$ cat src/rtl/ps2_digit_entry_ctrl_pkg.sv
// ps2_pkg: shared definitions for the PS/2 digit-entry controller.
//   - scancode constants (break/extended prefixes, backspace, escape, digits)
//   - DIGIT_BLANK code understood by the seven-segment controller
//   - decode FSM state enum
//   - scancode_to_digit: maps a make code to {valid, value[3:0]}
package ps2_pkg;

  localparam logic [7:0] SC_BREAK = 8'hF0;
  localparam logic [7:0] SC_EXT   = 8'hE0;
  localparam logic [7:0] SC_BKSP  = 8'h66;
  localparam logic [7:0] SC_ESC   = 8'h76;

  localparam logic [7:0] SC_D0 = 8'h45;
  localparam logic [7:0] SC_D1 = 8'h16;
  localparam logic [7:0] SC_D2 = 8'h1E;
  localparam logic [7:0] SC_D3 = 8'h26;
  localparam logic [7:0] SC_D4 = 8'h25;
  localparam logic [7:0] SC_D5 = 8'h2E;
  localparam logic [7:0] SC_D6 = 8'h36;
  localparam logic [7:0] SC_D7 = 8'h3D;
  localparam logic [7:0] SC_D8 = 8'h3E;
  localparam logic [7:0] SC_D9 = 8'h46;

  localparam logic [3:0] DIGIT_BLANK = 4'hA;

  typedef enum logic [1:0] {
    ST_IDLE,
    ST_BREAK,
    ST_EXT,
    ST_EXT_BREAK
  } dec_state_e;

  // Returns {1'b1, value} for a number-row digit key, '0 otherwise.
  function automatic logic [4:0] scancode_to_digit(input logic [7:0] sc);
    logic [4:0] r;
    case (sc)
      SC_D0:   r = {1'b1, 4'd0};
      SC_D1:   r = {1'b1, 4'd1};
      SC_D2:   r = {1'b1, 4'd2};
      SC_D3:   r = {1'b1, 4'd3};
      SC_D4:   r = {1'b1, 4'd4};
      SC_D5:   r = {1'b1, 4'd5};
      SC_D6:   r = {1'b1, 4'd6};
      SC_D7:   r = {1'b1, 4'd7};
      SC_D8:   r = {1'b1, 4'd8};
      SC_D9:   r = {1'b1, 4'd9};
      default: r = '0;
    endcase
    return r;
  endfunction

endpackage

$ cat src/rtl/ps2_digit_entry_ctrl_digit_scan_mux.sv
// digit_scan_mux: time-multiplexes four buffer digits onto one digit/anode pair.
//   clk, rst   : clock, synchronous active-high reset
//   digits_i   : {d3, d2, d1, d0}, 4 bits each
//   digit_o    : registered value of the scanned position
//   an_o       : registered active-low one-hot anode (bit i = position i)
// The prescaler counts 0..SCAN_DIV-1; on wrap the scan index advances.
module digit_scan_mux
  import ps2_pkg::*;
#(
  parameter int unsigned SCAN_DIV = 100000
) (
  input  logic        clk,
  input  logic        rst,
  input  logic [15:0] digits_i,
  output logic [3:0]  digit_o,
  output logic [3:0]  an_o
);

  localparam int unsigned PW = $clog2(SCAN_DIV);
  localparam logic [PW-1:0] PRE_LAST = PW'(SCAN_DIV - 1);

  logic [PW-1:0] pre_q, pre_d;
  logic [1:0]    idx_q, idx_d;
  logic [3:0]    digit_q, digit_d;
  logic [3:0]    an_q, an_d;

  // digit and anode are both loaded from the next index so they always
  // switch on the same edge.
  always_comb begin
    pre_d = pre_q + 1'b1;
    idx_d = idx_q;
    if (pre_q == PRE_LAST) begin
      pre_d = '0;
      idx_d = idx_q + 2'd1;
    end
    an_d    = ~(4'b0001 << idx_d);
    digit_d = digits_i[{idx_d, 2'b00} +: 4];
  end

  always_ff @(posedge clk) begin
    if (rst) begin
      pre_q   <= '0;
      idx_q   <= '0;
      an_q    <= 4'b1110;
      digit_q <= DIGIT_BLANK;
    end else begin
      pre_q   <= pre_d;
      idx_q   <= idx_d;
      an_q    <= an_d;
      digit_q <= digit_d;
    end
  end

  assign digit_o = digit_q;
  assign an_o    = an_q;

endmodule

$ cat src/rtl/ps2_digit_entry_ctrl.sv
// ps2_digit_entry_ctrl: scancode decoder + 4-digit entry buffer + display scan.
//   clk, rst    : clock, synchronous active-high reset
//   code        : scancode byte, valid while code_valid is high
//   code_valid  : one-cycle byte strobe
//   digit, an   : scanned digit value (0-9, 4'hA blank) and active-low anode
//   entry_count : number of entered digits, 0-4
//   overflow    : sticky, set when a digit is shifted out of a full buffer
// Break (F0 xx) and extended (E0 xx, E0 F0 xx) sequences are swallowed;
// only make codes seen in IDLE edit the buffer.
module ps2_digit_entry_ctrl
  import ps2_pkg::*;
#(
  parameter int unsigned SCAN_DIV = 100000
) (
  input  logic       clk,
  input  logic       rst,
  input  logic [7:0] code,
  input  logic       code_valid,
  output logic [3:0] digit,
  output logic [3:0] an,
  output logic [2:0] entry_count,
  output logic       overflow
);

  dec_state_e       state_q, state_d;
  logic [3:0][3:0]  buf_q, buf_d;   // buf_q[0] is d0 (rightmost)
  logic [2:0]       cnt_q, cnt_d;
  logic             ovf_q, ovf_d;
  logic [4:0]       key;

  always_comb begin
    state_d = state_q;
    buf_d   = buf_q;
    cnt_d   = cnt_q;
    ovf_d   = ovf_q;
    key     = scancode_to_digit(code);

    if (code_valid) begin
      unique case (state_q)
        ST_IDLE: begin
          if (code == SC_BREAK) begin
            state_d = ST_BREAK;
          end else if (code == SC_EXT) begin
            state_d = ST_EXT;
          end else if (key[4]) begin
            buf_d = {buf_q[2:0], key[3:0]};
            if (cnt_q == 3'd4) ovf_d = 1'b1;
            else               cnt_d = cnt_q + 3'd1;
          end else if (code == SC_BKSP) begin
            if (cnt_q != 3'd0) begin
              buf_d = {DIGIT_BLANK, buf_q[3:1]};
              cnt_d = cnt_q - 3'd1;
            end
          end else if (code == SC_ESC) begin
            buf_d = {4{DIGIT_BLANK}};
            cnt_d = '0;
            ovf_d = 1'b0;
          end
        end
        ST_BREAK:     state_d = ST_IDLE;
        ST_EXT:       state_d = (code == SC_BREAK) ? ST_EXT_BREAK : ST_IDLE;
        ST_EXT_BREAK: state_d = ST_IDLE;
        default:      state_d = ST_IDLE;
      endcase
    end
  end

  always_ff @(posedge clk) begin
    if (rst) begin
      state_q <= ST_IDLE;
      buf_q   <= {4{DIGIT_BLANK}};
      cnt_q   <= '0;
      ovf_q   <= 1'b0;
    end else begin
      state_q <= state_d;
      buf_q   <= buf_d;
      cnt_q   <= cnt_d;
      ovf_q   <= ovf_d;
    end
  end

  assign entry_count = cnt_q;
  assign overflow    = ovf_q;

  digit_scan_mux #(
    .SCAN_DIV(SCAN_DIV)
  ) u_scan (
    .clk      (clk),
    .rst      (rst),
    .digits_i (buf_q),
    .digit_o  (digit),
    .an_o     (an)
  );

endmodule

$ cat config.mk
export PLATFORM = sky130hd
export DESIGN_NAME = ps2_digit_entry_ctrl
export DESIGN_NICKNAME = d
export VERILOG_FILES = /design/src/rtl/ps2_digit_entry_ctrl_pkg.sv /design/src/rtl/ps2_digit_entry_ctrl_digit_scan_mux.sv /design/src/rtl/ps2_digit_entry_ctrl.sv
export SDC_FILE = /design/constraint.sdc
export NUM_CORES = 1
export LEC_CHECK = 0
export ABC_AREA = 1
export CORE_MARGIN = 2
export CORE_UTILIZATION = 63
export CTS_BUF_LIST = sky130_fd_sc_hd__clkbuf_16
export DETAILED_ROUTE_END_ITERATION = 12
export DONT_BUFFER_PORTS = 1
export PLACE_DENSITY = 0.89
export SKIP_CTS_REPAIR_TIMING = 1
export SYNTH_ARGS = -nofsm -noshare
export SYNTH_HDL_FRONTEND = slang
export SYNTH_SLANG_ARGS = --single-unit
$ cat constraint.sdc
create_clock -name clk -period 2.4 [get_ports clk]
set_input_delay 0.48 -clock clk [delete_from_list [all_inputs] [get_ports clk]]
set_output_delay 0.48 -clock clk [all_outputs]
set_load 0.05 [all_outputs]
==> results.cfg <==
[status]
status = finished, final reports clean

[critical_path]
reg2reg_to = u_scan.digit_o[2]
end_kind = flop
cp_max_fo = 14
required_ps = 2580
r2r_cells = 11
worstReg2RegStart = u_scan.pre_q[0]
rrSetupSlack_ps = 350
worstPathArrival_ps = 2230
path_class = flop to flop
cp-start-kind = flop

[synthesis]
synth_largest_area_cell = dfxtp_1
synth_compound_area_share_pct = 12.60
synth_edf_count = 0
ys_ff_latch = 49
synth.top_cell.area_share_pct = 37.00
async_reset_ff_share_pct = 0
synthSimpleGateAreaFrac_pct = 37.14
yosys.area_share.adder_pct = 2.360
synthMuxAreaShare_pct = 0
ys.warnings.count = 0
ys_types = 37
syn-cell-area_um2 = 2651
synthesis.nets = 401
synth-seq-area-share_pct = 37.00
synth_cells = 385
syn_area_per_cell_um2 = 6.886
synth_xor_area_share_pct = 1.982
synth_top_family_by_area = simple AND/OR/NAND/NOR gates
yosys-top-cells-area = dfxtp_1 37%, nand2_1 13%, nor2_1 7.8%, inv_1 6.2%, a21oi_1 4.5%
synth_flop_cell = dfxtp_1

[floorplan]
dieArea_um2 = 4743
core_area_um2 = 4029
io_pins = 23
die_w_um = 68.87
die_h_um = 68.87
start_util_pct = 65.81
fp-row-count = 23

[sta]
fin_ws_ps = 349.5
rsz0062_at_grt = false
finalSetupViolCount = 0
maxSlewViolCount = 0
tightest_slew_ps = 568.3
min_period_over_period_pct = 85.44
fmaxAchievable_mhz = 487.7
fin_setup_tns_ps = 0
finalHoldViolCount = 0
fin_crit_ps = 2051
fin_skew_ps = 3.049
relSlewSlack_pct = 62.07

[place]
portBuffers = 0
placed_cell_area_um2 = 2688
place_ws_ps = 331.2
dp_hpwl_um = 4121
placed_cells = 431
routabilityCongestion = 0.8166

[route]
vias = 2427
first_iter_violations = 144
drc_errors = 0
wl_um = 5795
wire_per_inst_um = 13.20
via_per_inst = 5.528
ant_nets = 0
drt_pre_antenna_iters = 4

[worst_hold_path]
hold_path_depth = 1
hold_class = primary input to flop
hold_path_end = overflow
worstHoldStart = rst

[clock_tree]
clkSlewWorstSetupHoldPaths_ps = 60
clkSinkCount = 49
cts_made_buffers = 5
insertion_delay_ps = 280
cts_buffer_depth = 2
tritoncts = built
cts_root_buf = clkbuf_16
h-tree-depth = 2

[finish]
antennaDiodeCount = 0
areaGrowthSynthToFinish_pct = 7.503
drive_above_1_share_pct = 13.11
instances_no_fill = 439
nets = 404
design_area_um2 = 2850

[global_route]
grt_pass1_vias = 2356
grt_pass1_wl_um = 9880
grt_antenna_before_repair = 0
grt-ovfl-total = 0
grt_usage_pct = 27.71
grt_max_degree = 18

[power]
p_per_area_nw_per_um2 = 607.6
irDropWorstVdd_mv = 0.4869
finalPower_uw = 1732
p_leak_uw = 0.001238

[run]
drv_cap = 0
cell usage in the layout (no fill, tap or decap), types with 5 or more instances in the layout:
| master | netlist | routed |
|---|---|---|
| nand2_1 | 93 | 93 |
| nor2_1 | 55 | 55 |
| dfxtp_1 | 49 | 49 |
| inv_1 | 44 | 45 |
| a21oi_1 | 24 | 24 |
| nand3_1 | 19 | 19 |
| o21ai_0 | 14 | 14 |
| nand2_2 | 14 | 14 |
| nor3_1 | 7 | 7 |
| nand4_1 | 6 | 6 |
| nor2_4 | 6 | 6 |
| xor2_1 | 5 | 5 |
| a21oi_2 | 5 | 5 |
| ha_1 | 5 | 5 |
| clkbuf_16 | 0 | 5 |
final cells by class:
| cell class | count | area [um2] |
|---|---|---|
| multi-input cells | 280 | 1434 |
| flip-flops and latches | 49 | 980.9 |
| clock inverters | 3 | 37.54 |
| inverters | 48 | 180.2 |
| repair buffers | 4 | 30.03 |
| clock buffers | 5 | 125.1 |
| fillers | 312 | 1179 |
| well taps | 50 | 62.56 |
worst max path at each step:
stage / start / end / slack (ps) / cells past startpoint
5_1_grt: u_scan.pre_q[0] / u_scan.pre_q[16] / 120 / 13
6_report: u_scan.pre_q[0] / u_scan.digit_o[2] / 350 / 11
2_1_floorplan: entry_count[0] / buf_q[9] / 340 / 11
3_3_place_gp: code[7] / buf_q[7] / 440 / 14
3_5_place_dp: code[7] / buf_q[8] / 330 / 14
4_1_cts: u_scan.pre_q[0] / u_scan.digit_o[2] / 360 / 11
routing by layer:
metal,up-vias,global-route usage [%],share of wire (%)
li1,1231,-,-
met1,1111,31.10,41
met5,-,0,0
met3,19,4.708,4.3
met2,66,50.12,52
met4,0,13.97,3.3
logic make-up (layout without fill, tap and decap cells):
group | Yosys count | in the layout
simple gates | 212 | 212
compound gates | 57 | 57
buf+inv | 56 | 60
fa+ha+maj | 5 | 5
flops | 49 | 49
xor+xnor | 6 | 6
sequential cells by signal, summed over array words and instances, names as in the netlist:
name / count
buf_q: 16
overflow: 1
u_scan.digit_o: 4
entry_count: 3
u_scan.an_o: 4
u_scan.pre_q: 17
u_scan.idx_q: 2
state_q: 2
through the flow:
step                hold slack, ps  util [%]
finish                       256.0     70.75
global route                 254.8     70.75
CTS                          256.2     70.75
detailed placement           405.2     66.71
global placement             400.6     66.71
floorplan                    389.9         -
critical path, cell delays in order, from the launching register on:
cell and delay (ps):
dfxtp_1 350, ha_1 170, nand2_1 50, inv_1 60, nand2_1 110, nor2_1 120
nand3_1 140, nand2_1 240, nand2_2 230, or2_2 330, nand2_1 70, a21oi_1 50
cells in the mapped netlist (2+ instances only):
cell type	instances
inv_2	4
dfxtp_1	49
nor3b_1	2
nor2_4	6
nand3_2	3
nand2_2	14
nand2_1	93
ha_1	5
a22oi_1	4
o21ai_1	2
inv_1	44
a21oi_2	5
nand4_1	6
nor2_1	55
o21ai_0	14
o22ai_1	2
o21ai_2	2
nand3_1	19
nor2_2	3
xor2_1	5
buf_2	3
nor3_1	7
a21oi_1	24
report_power, final:
group	internal [uW]	total [uW]	switching, uW	leakage (uW)
clock	484	770	286	0.0000826
sequential	830	847	16.6	0.000396
combinational	36.7	115	78.3	0.000759
(Power assumes the default switching activity.)
